File: config.mk
export PLATFORM = sky130hd
export DESIGN_NAME = fetch_seq_ctrl
export DESIGN_NICKNAME = d
export VERILOG_FILES = /design/src/rtl/fetch_seq_ctrl.sv
export SDC_FILE = /design/constraint.sdc
export NUM_CORES = 1
export LEC_CHECK = 0
export ABC_AREA = 1
export CORE_UTILIZATION = 47
export CTS_CLUSTER_SIZE = 30
export DETAILED_ROUTE_END_ITERATION = 6
export PLACE_DENSITY = 0.81
export SLEW_MARGIN = 30
export SYNTH_ARGS = -nofsm -noshare
export SYNTH_HDL_FRONTEND = slang
export SYNTH_SLANG_ARGS = --single-unit
export TNS_END_PERCENT = 50
File: constraint.sdc
create_clock -name clk -period 3.8 [get_ports clk]
set_input_delay 0.76 -clock clk [delete_from_list [all_inputs] [get_ports clk]]
set_output_delay 0.76 -clock clk [all_outputs]
set_load 0.01 [all_outputs]
File: src/rtl/fetch_seq_ctrl.sv
// fetch_seq_ctrl: multi-cycle fetch-stage sequencer.
// Issues instruction-memory reads, latches the returned word into ir, holds it
// for decode, then applies the decoded next-PC selection in a one-cycle
// pc_we window. A fetch that waits too long for imem_ack stops the sequencer
// with a sticky fetch_err.
//
// Ports:
//   clk, rst          clock and asynchronous active-high reset
//   imem_req          instruction read request (out)
//   imem_ack          read data valid this cycle (in)
//   imem_rdata        instruction word (in)
//   ir                latched instruction (out)
//   instr_valid       one-cycle pulse, ir is new and decode inputs are sampled (out)
//   dec_pc_src        next-PC selection decoded from ir (in)
//   dec_halt          ir is a halt/syscall (in)
//   stall             hazard/busy, blocks the PC update (in)
//   pc_src            registered selection to the PC register (out)
//   pc_we             PC register write enable, one cycle per instruction (out)
//   halted            sequencer has stopped (out)
//   fetch_err         fetch timed out, sticky until reset (out)
//   cnt_instr         retired instruction count (out, FETCH_SEQ_PERF_EN only)
//   cnt_stall         stall cycle count (out, FETCH_SEQ_PERF_EN only)
//
// Optional feature macro: FETCH_SEQ_PERF_EN adds the performance counters.
// Every output is a flop; next values are decoded from the next state so the
// outputs change on entry to a state and never follow an input combinationally.

`ifndef PC_SRC_NEXT
`define PC_SRC_NEXT 2'd0
`endif
`ifndef PC_SRC_REGF
`define PC_SRC_REGF 2'd1
`endif
`ifndef PC_SRC_JUMP
`define PC_SRC_JUMP 2'd2
`endif
`ifndef PC_SRC_BRCH
`define PC_SRC_BRCH 2'd3
`endif

module fetch_seq_ctrl #(
   parameter int unsigned W_CPU    = 32,
   parameter int unsigned W_PC_SRC = 2,
   parameter int unsigned TIMEOUT  = 16
) (
   input  logic                clk,
   input  logic                rst,
   output logic                imem_req,
   input  logic                imem_ack,
   input  logic [W_CPU-1:0]    imem_rdata,
   output logic [W_CPU-1:0]    ir,
   output logic                instr_valid,
   input  logic [W_PC_SRC-1:0] dec_pc_src,
   input  logic                dec_halt,
   input  logic                stall,
   output logic [W_PC_SRC-1:0] pc_src,
   output logic                pc_we,
   output logic                halted,
   output logic                fetch_err
`ifdef FETCH_SEQ_PERF_EN
   ,
   output logic [31:0]         cnt_instr,
   output logic [31:0]         cnt_stall
`endif
);

   localparam int unsigned W_WAIT = 8;

   typedef enum logic [2:0] {
      S_IDLE,
      S_FETCH,
      S_DECODE,
      S_STALL,
      S_UPDATE,
      S_HALT
   } state_t;

   state_t              state;
   state_t              state_nxt;
   logic [W_WAIT-1:0]   wait_cnt;
   logic [W_WAIT-1:0]   wait_nxt;
   logic [W_CPU-1:0]    ir_nxt;
   logic [W_PC_SRC-1:0] pc_src_nxt;
   logic [W_PC_SRC-1:0] src_legal;
   logic                fetch_err_nxt;
   logic                imem_req_nxt;
   logic                instr_valid_nxt;
   logic                pc_we_nxt;
   logic                halted_nxt;
   logic                wait_expired;

   // Unencoded selections fall back to the sequential next PC.
   always_comb begin
      src_legal = W_PC_SRC'(`PC_SRC_NEXT);
      case (dec_pc_src)
         W_PC_SRC'(`PC_SRC_NEXT),
         W_PC_SRC'(`PC_SRC_REGF),
         W_PC_SRC'(`PC_SRC_JUMP),
         W_PC_SRC'(`PC_SRC_BRCH): src_legal = dec_pc_src;
         default:                 src_legal = W_PC_SRC'(`PC_SRC_NEXT);
      endcase
   end

   // This FETCH cycle is the TIMEOUT-th one without an ack.
   assign wait_expired = ((9'(wait_cnt) + 9'd1) == 9'(TIMEOUT));

   // State register plus the registered outputs and datapath holding regs.
   always_ff @(posedge clk or posedge rst) begin
      if (rst) begin
         state       <= S_IDLE;
         wait_cnt    <= '0;
         ir          <= '0;
         pc_src      <= W_PC_SRC'(`PC_SRC_NEXT);
         fetch_err   <= 1'b0;
         imem_req    <= 1'b0;
         instr_valid <= 1'b0;
         pc_we       <= 1'b0;
         halted      <= 1'b0;
      end else begin
         state       <= state_nxt;
         wait_cnt    <= wait_nxt;
         ir          <= ir_nxt;
         pc_src      <= pc_src_nxt;
         fetch_err   <= fetch_err_nxt;
         imem_req    <= imem_req_nxt;
         instr_valid <= instr_valid_nxt;
         pc_we       <= pc_we_nxt;
         halted      <= halted_nxt;
      end
   end

   // Next-state logic; halt wins over stall in DECODE.
   always_comb begin
      state_nxt = state;
      case (state)
         S_IDLE:   state_nxt = S_FETCH;
         S_FETCH: begin
            if (imem_ack)          state_nxt = S_DECODE;
            else if (wait_expired) state_nxt = S_HALT;
         end
         S_DECODE: begin
            if (dec_halt)   state_nxt = S_HALT;
            else if (stall) state_nxt = S_STALL;
            else            state_nxt = S_UPDATE;
         end
         S_STALL:  if (!stall) state_nxt = S_UPDATE;
         S_UPDATE: state_nxt = S_FETCH;
         S_HALT:   state_nxt = S_HALT;
         default:  state_nxt = S_IDLE;
      endcase
   end

   // Next values of the registered outputs and holding registers.
   always_comb begin
      wait_nxt        = wait_cnt;
      ir_nxt          = ir;
      pc_src_nxt      = pc_src;
      fetch_err_nxt   = fetch_err;
      imem_req_nxt    = (state_nxt == S_FETCH);
      instr_valid_nxt = (state_nxt == S_DECODE);
      pc_we_nxt       = (state_nxt == S_UPDATE);
      halted_nxt      = (state_nxt == S_HALT);
      case (state)
         S_FETCH: begin
            if (imem_ack) begin
               ir_nxt = imem_rdata;
            end else begin
               wait_nxt = wait_cnt + W_WAIT'(1);
               if (wait_expired) fetch_err_nxt = 1'b1;
            end
         end
         S_DECODE: if (!dec_halt) pc_src_nxt = src_legal;
         S_UPDATE: wait_nxt = '0;
         default:  ;
      endcase
   end

`ifdef FETCH_SEQ_PERF_EN
   // Free-running performance counters, wrapping modulo 2^32.
   always_ff @(posedge clk or posedge rst) begin
      if (rst) begin
         cnt_instr <= '0;
         cnt_stall <= '0;
      end else begin
         cnt_instr <= cnt_instr + 32'(pc_we);
         cnt_stall <= cnt_stall + 32'(state == S_STALL);
      end
   end
`endif

endmodule
==> flow_summary_export.csv, run 1 <==
group,metric,value,unit
timing,hold_violations,0,
power_and_ir_drop,vdd_drop_max,0.367,mV
clock_tree,post_cts_buffers,0,
power_and_ir_drop,comb_power_share,44.9,%
final_layout,regArea,1250,um^2
route,vias,1769,
timing,finalSetupTns,0,ns
final_layout,num_antenna_cells,0,
clock_tree,cts_sinks,50,
route,drt_pass1_iterations,5,
power_and_ir_drop,power_switching,0.000838,W
yosys,synth_area_leaders,"dfrtp_1 59%, nand2_1 21%, inv_1 2.9%, o21ai_0 1.9%, nand3_2 1.4%",
final_layout,final_layout_size_suffix_gt1_share,6.60,%
worst_setup_path,start_kind,"input pin",
placement,port-buffer-count,77,
final_layout,multiInputGateArea,744,um^2
floorplan,die_h,68.9,um
hold_path,min_path_type,"reg2reg",
final_layout,mostFrequentLayoutCell,"nand2_1",
timing,clock.fmax,424,MHz
final_layout,nets,357,
global_route,overflow,0,
floorplan,coreArea,4140,um^2
power_and_ir_drop,p_int,0.00149,W
floorplan,die_area,4750,um^2
global_route,antenna_found_initial,0,
yosys,synth_flop_cell,"dfrtp_1",
run_status,outcome,"finished, final reports clean",
floorplan,io-pin-count,78,
timing,fin_crit_sh,62.0,%
yosys,yosys_register_bits,50,
power_and_ir_drop,power_leakage,1.48,nW
floorplan,die_w,68.9,um
clock_tree,cts_root_buffer,"clkbuf_8",
clock_tree,ctsHoldBuffers,0,
final_layout,fin_area,3010,um^2
worst_setup_path,cp_max_fo,34,
timing,period_needed,2.36,ns
yosys,postSynthAreaPerCell,8.81,um^2
worst_setup_path,r2r_cells,7,
clock_tree,h-tree-depth,2,
final_layout,area_growth,43.0,%
clock_tree,clkLatencyLatePin,0.30,ns
clock_tree,cts.path.max_buffers,2,
yosys,async_flop_share,100,%
clock_tree,cts_tree,"done",
timing,rsz0062_at_grt,"false",
timing,slew_viol_final,0,
hold_path,min_path_cells,2,
yosys,netlist_area,2100,um^2
yosys,synth_largest_area_cell,"dfrtp_1",
floorplan,start_util,50.8,%
global_route,grt_max_degree,51,
yosys,syn_nets,279,
final_layout,final_cell_mix,"117 x nand2_1, 77 x clkdlybuf4s50_1, 50 x dfrtp_1, 15 x inv_1",
worst_setup_path,criticalPathCategory,"in2reg",
route,wl_per_cell,12.6,um
power_and_ir_drop,cellPowerDensity,773,nW/um^2
route,ant_nets,0,
power_and_ir_drop,p_seq_share,39.6,%
run,drv_cap,0,
clock_tree,clk_pin_slew_worst_paths,0.08,ns
timing,worst_slew_pin_slew,0.641,ns
global_route,grt_pass1_vias,1695,
timing,fin_worst_skew,0.00859,ns
worst_setup_path,critPathRequiredTime,4.04,ns
timing,timing.slew.headroom,57.1,%
placement,place_hpwl,3220,um
global_route,grt_pass1_wl,7330,um
final_layout,nFillCells,321,
power_and_ir_drop,p_sw_share,36.0,%
route,totalWireLength,4640,um
clock_tree,cts_buffers,5,
worst_setup_path,arrival,2.59,ns
route,drc,0,
worst_setup_path,end_kind,"flop",
yosys,ys_seq_area_share,59.5,%
yosys,synth_cells,239,
yosys,synth_edf_count,0,
yosys,synth_top_area_share,59.5,%
global_route,track_usage,21.0,%
timing,finalSetupViolCount,0,
power_and_ir_drop,pwr-share-clk,15.4,%
yosys,ys_types,25,
placement,place_congestion,0.815,
route,drt-vias-per-instance,4.81,
floorplan,fp-row-count,23,
placement,post_dp_cell_area,2900,um^2
yosys,ys_warn_count,0,
route,drt_iter0_drc,129,
timing,hold_ws,0.469,ns
clock_tree,ctsResizeCount,0,
==> worst paths after layout <==
path / end / slack (ns) / start
max reg2reg: ir[0]$_DFFE_PP0P_ / 1.86 / state[2]$_DFF_PP0_
min in group asynchronous: ir[23]$_DFFE_PP0P_ / 0.89 / rst
min reg2reg: fetch_err$_DFFE_PP0P_ / 0.47 / fetch_err$_DFFE_PP0P_
max: ir[0]$_DFFE_PP0P_ / 1.44 / imem_ack
min: fetch_err$_DFFE_PP0P_ / 0.47 / fetch_err$_DFFE_PP0P_
max in group asynchronous: imem_req$_DFF_PP0_ / 2.52 / rst
==> stage by stage <==
stage | std cells | setup slack, ns | power (W) | util [%]
2_1_floorplan | 239 | 1.84 | 0.00146 | -
3_3_place_gp | 360 | 1.13 | 0.00195 | 70.0
3_5_place_dp | 360 | 1.11 | 0.00198 | 70.0
4_1_cts | 368 | 1.42 | 0.00235 | 72.6
5_1_grt | 368 | 1.25 | 0.00251 | 72.6
6_report | 368 | 1.44 | 0.00233 | 72.6
==> cells in the mapped netlist (3+ instances only) <==
library cell	number
nand2_1	117
dfrtp_1	50
inv_1	16
nor2_1	8
o21ai_0	8
nand3_1	5
a21oi_1	3
buf_2	3
buf_4	3
inv_2	3
nand3_2	3
nor3_1	3
==> critical path: stages <==
cell	delay (ns)
clkdlybuf4s50_1	0.59
nand2_2	0.43
inv_2	0.58
nand2_1	0.12
nand2_1	0.08
==> flip-flops by register name, indices dropped and copies added (netlist names) <==
register / cells
instr_valid: 1
imem_req: 1
wait_cnt: 8
halted: 1
pc_we: 1
fetch_err: 1
ir: 32
state: 3
pc_src: 2
==> logic make-up after synthesis <==
| kind of cell | synth area share [%] |
|---|---|
| AOI/OAI and AO/OA | 3.75 |
| DFF | 59.5 |
| xor gates and xnor gates | 0.416 |
| and+or+nand+nor | 29.5 |
| buffers and inverters | 5.17 |
| muxes | 1.07 |
| adders and majority gates | 0.594 |
==> area by class of cell <==
cell class	count	area share [%]
repair buffers	77	25.6
inverters	19	2.45
multi-input cells	164	24.7
flip-flops and latches	50	41.6
clock inverters	1	0.998
well taps	50	2.08
clock buffers	7	2.54
==> power groups by stage <==
stage          Clock [W]  Combinational, W  Sequential, W
5_1_grt         0.000391           0.00116       0.000954
3_3_place_gp           0           0.00103       0.000925
6_report        0.000359           0.00105       0.000922
2_1_floorplan          0          0.000465       0.000999
3_5_place_dp           0           0.00105       0.000924
4_1_cts         0.000368           0.00106       0.000922
==> routing by layer <==
| metal | global-route usage, % | up-vias | routed length (um) |
|---|---|---|---|
| met3 | 4.44 | 7 | 244 |
| li1 | - | 892 | - |
| met5 | 0 | - | 0 |
| met1 | 26.4 | 810 | 2020 |
| met2 | 35.3 | 60 | 2290 |
| met4 | 8.16 | 0 | 79 |
(Power assumes the default switching activity.)
==> inputs of run 2 (changes only) <==
--- a/config.mk
+++ b/config.mk
@@ -6,10 +6,10 @@
 export NUM_CORES = 1
 export LEC_CHECK = 0
 export ABC_AREA = 1
-export CORE_UTILIZATION = 47
+export CORE_UTILIZATION = 44
 export CTS_CLUSTER_SIZE = 30
 export DETAILED_ROUTE_END_ITERATION = 6
-export PLACE_DENSITY = 0.81
+export PLACE_DENSITY = 0.77
 export SLEW_MARGIN = 30
 export SYNTH_ARGS = -nofsm -noshare
 export SYNTH_HDL_FRONTEND = slang
==> constraint.sdc (replaced) <==
create_clock -name clk -period 2.25 [get_ports clk]
set_input_delay 0.45 -clock clk [delete_from_list [all_inputs] [get_ports clk]]
set_output_delay 0.45 -clock clk [all_outputs]
set_load 0.01 [all_outputs]
==> flow_summary_export.csv, run 2 (synthesis results as in run 1) <==
group,metric,value,unit
timing,clock.fmax,595,MHz
placement,post_dp_cell_area,2940,um^2
timing,period_needed,1.68,ns
clock_tree,clk_pin_slew_worst_paths,0.09,ns
clock_tree,h-tree-depth,2,
timing,finalSetupViolCount,0,
worst_setup_path,cp_max_fo,2,
timing,fin_crit_sh,74.7,%
clock_tree,ctsHoldBuffers,0,
route,ant_nets,0,
power_and_ir_drop,power_leakage,1.50,nW
timing,rsz0062_at_grt,"false",
worst_setup_path,path_cells,"clkdlybuf4s50_1",
worst_setup_path,critPathTopFamily,"buffers and inverters",
route,drc,3,
final_layout,mostFrequentLayoutCell,"nand2_1",
clock_tree,ctsResizeCount,0,
hold_path,min_path_type,"reg2reg",
worst_setup_path,max_stage_delay,0.56,ns
route,drt_iter0_drc,66,
timing,finalSetupTns,0,ns
worst_setup_path,criticalPathCategory,"reg2out",
run,drv_cap,0,
final_layout,largest_reg_flops,32,
worst_setup_path,end_kind,"primary output",
final_layout,area_growth,44.9,%
power_and_ir_drop,vdd_drop_max,0.646,mV
final_layout,nets,360,
floorplan,die_h,71.2,um
final_layout,top_register,"ir",
final_layout,fin_area,3050,um^2
final_layout,final_cell_mix,"117 x nand2_1, 77 x clkdlybuf4s50_1, 50 x dfrtp_1, 15 x inv_1",
timing,fin_worst_skew,0.00795,ns
worst_setup_path,worst-path-buf-inv,1,
run_status,violations,"design-rule violations",
clock_tree,post_cts_buffers,0,
route,drt-vias-per-instance,4.82,
power_and_ir_drop,cellPowerDensity,1310,nW/um^2
final_layout,utilization,68.2,%
clock_tree,cts_sinks,50,
global_route,grt_pass1_wl,7550,um
clock_tree,clkLatencyLatePin,0.30,ns
placement,place_hpwl,3300,um
route,drt_pass1_iterations,6,
global_route,antenna_found_initial,0,
timing,hold_violations,0,
route,totalWireLength,4610,um
worst_setup_path,cp_slowest_cell,"clkdlybuf4s50_1",
run_status,outcome,"complete, but fails checks",
placement,place_congestion,0.740,
timing,worst_slew_pin_slew,0.520,ns
floorplan,start_util,47.0,%
floorplan,fp-row-count,24,
route,wl_per_cell,12.4,um
final_layout,num_antenna_cells,0,
worst_setup_path,critPathRequiredTime,1.80,ns
floorplan,coreArea,4470,um^2
global_route,overflow,0,
clock_tree,cts_root_buffer,"clkbuf_8",
clock_tree,cts_tree,"done",
clock_tree,cts.path.max_buffers,2,
worst_setup_path,start_kind,"flop",
power_and_ir_drop,power.total,0.00399,W
clock_tree,cts_buffers,5,
worst_setup_path,arrival,1.23,ns
timing,slew_viol_final,0,
global_route,track_usage,19.4,%
route,vias,1797,
floorplan,io-pin-count,78,
floorplan,die_w,71.2,um
global_route,grt_max_degree,34,
floorplan,die_area,5060,um^2
global_route,grt_pass1_vias,1655,
placement,port-buffer-count,77,
final_layout,reg_top3,"ir (32), wait_cnt (8), state (3)",
timing,timing.slew.headroom,65.3,%
final_layout,final_layout_size_suffix_gt1_share,8.10,%
## run 2: final cells by class
type,count,area (um^2)
clock buffer,5,68.8
clock inverter,3,43.8
fill,368,1420
inverter,19,71.3
multi-input combinational,164,744
sequential,50,1250
tap,52,65.1
timing repair buffer,80,806
## run 2: through the flow
stage | std cells | hold WS (ns) | worst slack (ns)
floorplan | 239 | 0.501 | 0.599
finish | 373 | 0.472 | 0.569
global route | 373 | 0.517 | 0.522
detailed placement | 365 | 0.454 | 0.356
CTS | 373 | 0.477 | 0.561
global placement | 365 | 0.447 | 0.418
## run 2: layer usage
layer	wire [um]	share of wire, %	vias up	track usage (%)
li1	-	-	898	-
met1	2130	46	821	26.1
met2	2040	44	69	29.6
met3	378	8.2	9	6.70
met4	61	1.3	0	6.00
met5	0	0	-	0
## run 2: worst paths after layout
| check | slack, ns | startpoint | depth (start not counted) | endpoint |
|---|---|---|---|---|
| worst max-delay path | 0.57 | ir[18]$_DFFE_PP0P_ | 1 | ir[18] |
| worst min-delay path | 0.47 | fetch_err$_DFFE_PP0P_ | 2 | fetch_err$_DFFE_PP0P_ |
| worst max register to register | 0.76 | wait_cnt[1]$_DFFE_PP0P_ | 7 | halted$_DFF_PP0_ |
| worst min register to register | 0.47 | fetch_err$_DFFE_PP0P_ | 2 | fetch_err$_DFFE_PP0P_ |
| max in group asynchronous | 1.23 | rst | 3 | ir[0]$_DFFE_PP0P_ |
| min in group asynchronous | 0.49 | rst | 2 | ir[21]$_DFFE_PP0P_ |
## run 2: report_power, final
part           total, W  switching [W]  leakage [nW]  internal [W]
sequential      0.00155       0.000253         0.627       0.00130
clock          0.000637       0.000304        0.0585      0.000333
combinational   0.00180       0.000898         0.815      0.000901
## run 2: worst reg2reg max path: cells and delay by family, from the launching register on
family                     cells  cell delay [ns]
DFF                            1             0.42
adders and majority gates      1             0.22
AOI/OAI and AO/OA              2             0.33
and+or+nand+nor                4             0.44
